==> src/rtl/uart_tx_fifo_if.sv <==
// Byte-in / serial-out bundle of the queued UART transmitter.
// The producer holds the master side; the transmitter holds the slave side.
interface uart_tx_fifo_if #(
  parameter int DATA_BITS  = 8,
  parameter int FIFO_DEPTH = 8
);
  localparam int CW = $clog2(FIFO_DEPTH) + 1;

  logic                 tx_dv;
  logic [DATA_BITS-1:0] tx_byte;
  logic                 tx_ready;
  logic                 tx_serial;
  logic                 tx_active;
  logic                 tx_done;
  logic                 overflow;
  logic [CW-1:0]        fifo_count;

  modport master (
    output tx_dv, tx_byte,
    input  tx_ready, tx_serial, tx_active, tx_done, overflow, fifo_count
  );

  modport slave (
    input  tx_dv, tx_byte,
    output tx_ready, tx_serial, tx_active, tx_done, overflow, fifo_count
  );
endinterface

==> src/rtl/uart_tx_fifo.sv <==
// Queued UART transmitter: a small TX FIFO feeding a fixed-format frame serialiser.
// Frames already queued when a stop bit ends go out with no idle bit in between.
module uart_tx_fifo #(
  parameter int CLKS_PER_BIT = 5208,
  parameter int DATA_BITS    = 8,
  parameter int PARITY       = 0,
  parameter int STOP_BITS    = 1,
  parameter int FIFO_DEPTH   = 8
) (
  input logic           i_Clock,
  input logic           i_Reset_n,
  uart_tx_fifo_if.slave bus
);
  localparam int AW  = $clog2(FIFO_DEPTH);
  localparam int CW  = AW + 1;
  localparam int BCW = $clog2(CLKS_PER_BIT);
  localparam int IW  = $clog2(DATA_BITS);

  typedef enum logic [2:0] {
    S_IDLE   = 3'd0,
    S_START  = 3'd1,
    S_DATA   = 3'd2,
    S_PARITY = 3'd3,
    S_STOP   = 3'd4
  } state_t;

  logic [DATA_BITS-1:0] fifo_mem_r [FIFO_DEPTH];
  logic [AW-1:0]        wr_ptr_r, rd_ptr_r;
  logic [CW-1:0]        count_r, count_s;
  logic                 ready_r, overflow_r;
  logic                 wr_en_s, pop_s, have_data_s, bit_end_s;
  logic [DATA_BITS-1:0] head_s;

  state_t               state_r, state_s;
  logic [BCW-1:0]       clk_cnt_r, clk_cnt_s;
  logic [IW-1:0]        bit_idx_r, bit_idx_s;
  logic                 stop_idx_r, stop_idx_s;
  logic [DATA_BITS-1:0] shift_r, shift_s;
  logic                 parity_r, parity_s;
  logic                 serial_r, serial_s;
  logic                 active_r, active_s;
  logic                 done_r, done_s;

  // Parity is taken from the byte as popped; the shift register is consumed later.
  function automatic logic frame_parity(input logic [DATA_BITS-1:0] d);
    return (PARITY == 1) ? ~(^d) : (^d);
  endfunction

  assign wr_en_s     = bus.tx_dv & ready_r;
  assign head_s      = fifo_mem_r[rd_ptr_r];
  assign have_data_s = (count_r != {CW{1'b0}});
  assign bit_end_s   = (clk_cnt_r == BCW'(CLKS_PER_BIT - 1));

  // Occupancy after this edge; a same-cycle pop never makes room for a write when full.
  always_comb begin
    case ({wr_en_s, pop_s})
      2'b10:   count_s = count_r + CW'(1);
      2'b01:   count_s = count_r - CW'(1);
      default: count_s = count_r;
    endcase
  end

  // FIFO pointers, occupancy, ready and overflow flags.
  always_ff @(posedge i_Clock or negedge i_Reset_n) begin
    if (!i_Reset_n) begin
      wr_ptr_r   <= {AW{1'b0}};
      rd_ptr_r   <= {AW{1'b0}};
      count_r    <= {CW{1'b0}};
      ready_r    <= 1'b1;
      overflow_r <= 1'b0;
    end else begin
      if (wr_en_s) wr_ptr_r <= wr_ptr_r + AW'(1);
      if (pop_s)   rd_ptr_r <= rd_ptr_r + AW'(1);
      count_r    <= count_s;
      ready_r    <= (count_s != CW'(FIFO_DEPTH));
      overflow_r <= bus.tx_dv & ~ready_r;
    end
  end

  // FIFO storage; contents are meaningless until written, so no reset.
  always_ff @(posedge i_Clock) begin
    if (wr_en_s) fifo_mem_r[wr_ptr_r] <= bus.tx_byte;
  end

  // Frame sequencer: next state, next line level and pop request.
  always_comb begin
    state_s    = state_r;
    clk_cnt_s  = clk_cnt_r;
    bit_idx_s  = bit_idx_r;
    stop_idx_s = stop_idx_r;
    shift_s    = shift_r;
    parity_s   = parity_r;
    serial_s   = serial_r;
    active_s   = active_r;
    done_s     = 1'b0;
    pop_s      = 1'b0;
    case (state_r)
      S_IDLE: begin
        clk_cnt_s = {BCW{1'b0}};
        if (have_data_s) begin
          pop_s    = 1'b1;
          shift_s  = head_s;
          parity_s = frame_parity(head_s);
          serial_s = 1'b0;
          active_s = 1'b1;
          state_s  = S_START;
        end else begin
          serial_s = 1'b1;
          active_s = 1'b0;
        end
      end
      S_START: begin
        if (bit_end_s) begin
          clk_cnt_s = {BCW{1'b0}};
          bit_idx_s = {IW{1'b0}};
          serial_s  = shift_r[0];
          shift_s   = shift_r >> 1;
          state_s   = S_DATA;
        end else begin
          clk_cnt_s = clk_cnt_r + BCW'(1);
        end
      end
      S_DATA: begin
        if (bit_end_s) begin
          clk_cnt_s = {BCW{1'b0}};
          if (bit_idx_r == IW'(DATA_BITS - 1)) begin
            if (PARITY != 0) begin
              serial_s = parity_r;
              state_s  = S_PARITY;
            end else begin
              serial_s   = 1'b1;
              stop_idx_s = 1'b0;
              state_s    = S_STOP;
            end
          end else begin
            bit_idx_s = bit_idx_r + IW'(1);
            serial_s  = shift_r[0];
            shift_s   = shift_r >> 1;
          end
        end else begin
          clk_cnt_s = clk_cnt_r + BCW'(1);
        end
      end
      S_PARITY: begin
        if (bit_end_s) begin
          clk_cnt_s  = {BCW{1'b0}};
          serial_s   = 1'b1;
          stop_idx_s = 1'b0;
          state_s    = S_STOP;
        end else begin
          clk_cnt_s = clk_cnt_r + BCW'(1);
        end
      end
      S_STOP: begin
        if (bit_end_s) begin
          clk_cnt_s = {BCW{1'b0}};
          if (stop_idx_r == 1'(STOP_BITS - 1)) begin
            done_s = 1'b1;
            if (have_data_s) begin
              pop_s    = 1'b1;
              shift_s  = head_s;
              parity_s = frame_parity(head_s);
              serial_s = 1'b0;
              active_s = 1'b1;
              state_s  = S_START;
            end else begin
              serial_s = 1'b1;
              active_s = 1'b0;
              state_s  = S_IDLE;
            end
          end else begin
            stop_idx_s = 1'b1;
          end
        end else begin
          clk_cnt_s = clk_cnt_r + BCW'(1);
        end
      end
      default: begin
        clk_cnt_s = {BCW{1'b0}};
        serial_s  = 1'b1;
        active_s  = 1'b0;
        state_s   = S_IDLE;
      end
    endcase
  end

  // Sequencer registers; every output leaves the block from a flop.
  always_ff @(posedge i_Clock or negedge i_Reset_n) begin
    if (!i_Reset_n) begin
      state_r    <= S_IDLE;
      clk_cnt_r  <= {BCW{1'b0}};
      bit_idx_r  <= {IW{1'b0}};
      stop_idx_r <= 1'b0;
      shift_r    <= {DATA_BITS{1'b0}};
      parity_r   <= 1'b0;
      serial_r   <= 1'b1;
      active_r   <= 1'b0;
      done_r     <= 1'b0;
    end else begin
      state_r    <= state_s;
      clk_cnt_r  <= clk_cnt_s;
      bit_idx_r  <= bit_idx_s;
      stop_idx_r <= stop_idx_s;
      shift_r    <= shift_s;
      parity_r   <= parity_s;
      serial_r   <= serial_s;
      active_r   <= active_s;
      done_r     <= done_s;
    end
  end

  assign bus.tx_ready   = ready_r;
  assign bus.tx_serial  = serial_r;
  assign bus.tx_active  = active_r;
  assign bus.tx_done    = done_r;
  assign bus.overflow   = overflow_r;
  assign bus.fifo_count = count_r;
endmodule

==> src/flat_wrapper.sv <==
// flat-port wrapper written by rule: the top's interface ports become plain ports
module uart_tx_fifo_flat 
#(
  parameter int CLKS_PER_BIT = 5208,
  parameter int DATA_BITS    = 8,
  parameter int PARITY       = 0,
  parameter int STOP_BITS    = 1,
  parameter int FIFO_DEPTH   = 8
)
  (i_Clock, i_Reset_n, bus_tx_dv, bus_tx_byte, bus_tx_ready, bus_tx_serial, bus_tx_active, bus_tx_done, bus_overflow, bus_fifo_count);
  uart_tx_fifo_if #(.DATA_BITS(DATA_BITS), .FIFO_DEPTH(FIFO_DEPTH)) bus_i ();
  input logic i_Clock;
  input logic i_Reset_n;
  input wire logic [$bits(bus_i.tx_dv)-1:0] bus_tx_dv;
  input wire logic [$bits(bus_i.tx_byte)-1:0] bus_tx_byte;
  output wire logic [$bits(bus_i.tx_ready)-1:0] bus_tx_ready;
  output wire logic [$bits(bus_i.tx_serial)-1:0] bus_tx_serial;
  output wire logic [$bits(bus_i.tx_active)-1:0] bus_tx_active;
  output wire logic [$bits(bus_i.tx_done)-1:0] bus_tx_done;
  output wire logic [$bits(bus_i.overflow)-1:0] bus_overflow;
  output wire logic [$bits(bus_i.fifo_count)-1:0] bus_fifo_count;
  assign bus_i.tx_dv = bus_tx_dv;
  assign bus_i.tx_byte = bus_tx_byte;
  assign bus_tx_ready = bus_i.tx_ready;
  assign bus_tx_serial = bus_i.tx_serial;
  assign bus_tx_active = bus_i.tx_active;
  assign bus_tx_done = bus_i.tx_done;
  assign bus_overflow = bus_i.overflow;
  assign bus_fifo_count = bus_i.fifo_count;
  uart_tx_fifo #(.CLKS_PER_BIT(CLKS_PER_BIT), .DATA_BITS(DATA_BITS), .PARITY(PARITY), .STOP_BITS(STOP_BITS), .FIFO_DEPTH(FIFO_DEPTH)) u_core (.i_Clock(i_Clock), .i_Reset_n(i_Reset_n), .bus(bus_i));
endmodule
==> config.mk <==
export PLATFORM = sky130hd
export DESIGN_NAME = uart_tx_fifo_flat
export DESIGN_NICKNAME = d
export VERILOG_FILES = /design/src/rtl/uart_tx_fifo_if.sv /design/src/rtl/uart_tx_fifo.sv /design/src/flat_wrapper.sv
export SDC_FILE = /design/constraint.sdc
export NUM_CORES = 1
export LEC_CHECK = 0
export ABC_CLOCK_PERIOD_IN_PS = 5500
export CORE_ASPECT_RATIO = 0.8
export CORE_UTILIZATION = 30
export DETAILED_ROUTE_END_ITERATION = 10
export PLACE_DENSITY = 0.53
export SYNTH_ARGS = -nofsm -noshare
export SYNTH_HDL_FRONTEND = slang
export SYNTH_SLANG_ARGS = --single-unit
==> constraint.sdc <==
create_clock -name i_Clock -period 5.5 [get_ports i_Clock]
set_clock_uncertainty 0.1 [all_clocks]
set_input_delay 1.65 -clock i_Clock [delete_from_list [all_inputs] [get_ports i_Clock]]
set_output_delay 1.65 -clock i_Clock [all_outputs]
set_load 0.02 [all_outputs]
==> summary.txt <==
Setup path
  – Critical Path RT: 5.67 ns
  – Critical Setup Path Class: in2reg
  – R2r setup slk: around 2.5 ns
  – Arrival time worst endpoint: 3.90 ns
  – CP Max Fanout: 7
  – Crit. End Element: register
  – Startpoint Class: input port

Yosys
  – Top cells by count, synth: edfxtp_1 (64), dfrtp_1 (40), nor2_1 (34), nand2_1 (24), mux4_2 (16)
  – Synthesized area: about 4600 um2
  – Post-Syn Instances: 320
  – Syn_nets: 338
  – Share of the synthesized area in the top cell type: between 40% and 50%
  – Sequential fraction of the synthesis area: 65.0%
  – Ranking of synthesized cells by area: edfxtp_1 (42%), dfrtp_1 (22%), mux4_2 (7.9%)
  – Prevailing post-synth register cell: edfxtp_1
  – EDFF count, synth: 64
  – Fraction of registers with async set/reset: roughly two fifths
  – Post-Synthesis Mean Instance Area: around 14 um2
  – #FFs+latches synth: around 110
  – Leading area contributor after synthesis: edfxtp_1
  – Most frequent cell after synthesis: edfxtp_1
  – Synth cell types: 52
  – Synth warn: 0

CTS
  – Clk pin slew, worst setup/hold paths: roughly 0.070 ns
  – Postcts setup bufs: 0
  – Post-CTS resize count: 0
  – CTS Root Cell: clkbuf_16
  – Clock tree sinks: 106
  – # hold bufs at CTS: 0
  – CTS tree: built
  – Clock latency on the worst-skew pair: 0.35 ns
  – Bufs on Longest Clock Path: 2
  – Htree depth: 3
  – Clock buffer count from CTS: 9

Power
  – Power density cells: about 490 nW/um2
  – VDD IR max: around 0.2 mV
  – Leak pwr: approximately 1.9 nW

Cells and area
  – Register area: roughly 3000 um2
  – Layout cells sized above 1: approximately 15%
  – Nets@finish: 358
  – Multi-input gate area: ~1500 um2
  – Layout Area Growth over Synthesis: 14.9%
  – Antenna cells: 0
  – Finished layout cell area: 5260 um2
  – Fillers: ~1400

STA
  – Fin Hold WS: about 0.38 ns
  – Worst slew pin tran: roughly 0.97 ns
  – Final Cycle Share: between 60 and 70%
  – Max Clk Rate: ~270 MHz
  – RSZ-0062 raised after global routing: no
  – Period minus WS final: approximately 3.7 ns
  – Slew HR: 35.6%
  – Pins Over Slew Limit: 0
  – Hold Vio Cnt, Final: 0
  – Final setup vio count: 0
  – Final setup TNS: 0 ns

Global routing
  – Vias in the first global route: about 2600
  – Total track usage: between 10% and 20%
  – Grt ovf: 0
  – First-pass GRT wire length: 13.9 mm
  – Initial antenna violation count: 0
  – Largest net degree at the start of global routing: between 40 and 50

Route
  – Final WL: 8.31 mm
  – DRC: 0
  – Iteration-0 DRC Markers: 137
  – Remaining antenna violation count: 0
  – Vias per cell: 4.77
  – Routed vias: 2525
  – Drt pass-1 iters: 4
  – DR WL/cell: approximately 16 um

Floorplanning
  – Initial Util: between 30% and 40%
  – Num rows: 39
  – # IOs: 20
  – Die ar.: between 15000 and 20000 um2
  – DIE HEIGHT: ~110 um
  – Core area: 14600 um2
  – Die width: between 100 and 150 um

Flow run
  – Max Cap Viol: 0

Place
  – Routability cong.: ~0.75
  – Hpwl dp: roughly 5.4 mm
  – Port bufs: 19
  – Area post-placement: slightly below 5000 um2

Min path
  – Class of the worst hold path: reg2reg

Outcome
  – Status: completed
==> sequential cells by signal, summed over array words and instances, names as in the netlist, 3 cells and up <==
| name | flops |
|---|---|
| u_core.fifo_mem_r | 64 |
| u_core.clk_cnt_r | 13 |
| u_core.shift_r | 8 |
| u_core.bus.fifo_count | 4 |
| u_core.bit_idx_r | 3 |
| u_core.rd_ptr_r | 3 |
| u_core.state_r | 3 |
| u_core.wr_ptr_r | 3 |
==> logic make-up after synthesis <==
group,count (synthesis),share of synthesized area [%]
flip-flops,106,65.0
XOR/XNOR,19,3.64
buffers and inverters,17,1.70
adder cells (fa/ha/maj),7,1.91
AND/OR/NAND/NOR,102,11.5
AO/OA/AOI/OAI,40,5.39
multiplexers,29,10.8
==> report_power, final <==
| part | switching, mW | internal, mW |
|---|---|---|
| registers | 0.159 | 1.03 |
| logic | 0.364 | 0.359 |
| clock network | 0.300 | 0.362 |
| total | 0.823 | 1.75 |
==> per-stage QoR <==
| stage | util, % | cells | power (mW) | worst slack (ns) |
|---|---|---|---|---|
| after global routing | 36.0 | 529 | 2.74 | 1.61 |
| after CTS | 36.0 | 529 | 2.62 | 1.77 |
| after floorplan | - | 320 | 1.71 | 2.09 |
| final | 36.0 | 529 | 2.57 | 1.76 |
| after detailed placement | 33.9 | 513 | 1.94 | 1.41 |
| after global placement | 33.9 | 513 | 1.93 | 1.48 |
==> layer usage <==
metal	GRT usage (%)	part of all wire [%]	wire length [um]
met5	0	0	0
met4	5.05	1.8	148
met3	3.37	3.1	260
met2	16.5	43	3540
met1	16.9	52	4360
==> critical path, stage by stage <==
cell and delay (ns):
clkdlybuf4s50_1 0.46, nand2_1 0.20, nand3_1 0.20, xnor2_1 0.17, ha_1 0.19, a21o_1 0.16
and4_1 0.16, o31a_1 0.31, nor4b_1 0.28, mux2i_1 0.12
==> area by class of cell <==
type,count,share of cell area [%]
Sequential cell,106,56.6
Multi-Input combinational cell,197,28.9
Tap cell,184,4.38
Clock buffer,9,4.28
Timing Repair Buffer,22,3.95
Clock inverter,7,1.57
Inverter,4,0.286
==> worst paths after layout <==
| path | start | to | depth (start not counted) |
|---|---|---|---|
| setup / recovery | bus_tx_dv | u_core.bus.tx_ready$_DFF_PN1_ | 10 |
| hold / removal | u_core.shift_r[6]$_DFFE_PN0P_ | u_core.shift_r[6]$_DFFE_PN0P_ | 2 |
| setup reg to reg | u_core.state_r[1]$_DFFE_PN0P_ | u_core.bus.tx_ready$_DFF_PN1_ | 10 |
| hold reg to reg | u_core.shift_r[6]$_DFFE_PN0P_ | u_core.shift_r[6]$_DFFE_PN0P_ | 2 |
| max in group asynchronous | i_Reset_n | u_core.shift_r[7]$_DFFE_PN0P_ | 1 |
| min in group asynchronous | i_Reset_n | u_core.clk_cnt_r[8]$_DFF_PN0_ | 1 |
==> placed cells by master, fill, tap and decap left out, types with 3 or more instances in the layout <==
| master | netlist | final |
|---|---|---|
| ha_1 | 7 | 7 |
| nor2_1 | 34 | 34 |
| edfxtp_1 | 64 | 64 |
| inv_1 | 3 | 3 |
| xnor2_1 | 12 | 12 |
| nand2b_1 | 4 | 4 |
| buf_4 | 0 | 3 |
| o21ai_0 | 3 | 3 |
| o21ai_1 | 10 | 10 |
| a21oi_1 | 12 | 12 |
| xor2_1 | 7 | 7 |
| a31oi_1 | 4 | 4 |
| nand3_1 | 12 | 12 |
| clkdlybuf4s50_1 | 0 | 18 |
| and3_1 | 3 | 3 |
| dfrtp_1 | 40 | 40 |
| nand2_1 | 24 | 24 |
| mux2_2 | 3 | 3 |
| clkbuf_16 | 0 | 9 |
| nor2b_1 | 4 | 4 |
| nor3_1 | 6 | 6 |
| mux4_2 | 16 | 16 |
| mux2i_1 | 9 | 9 |
Power figures use the tool's default switching activity.
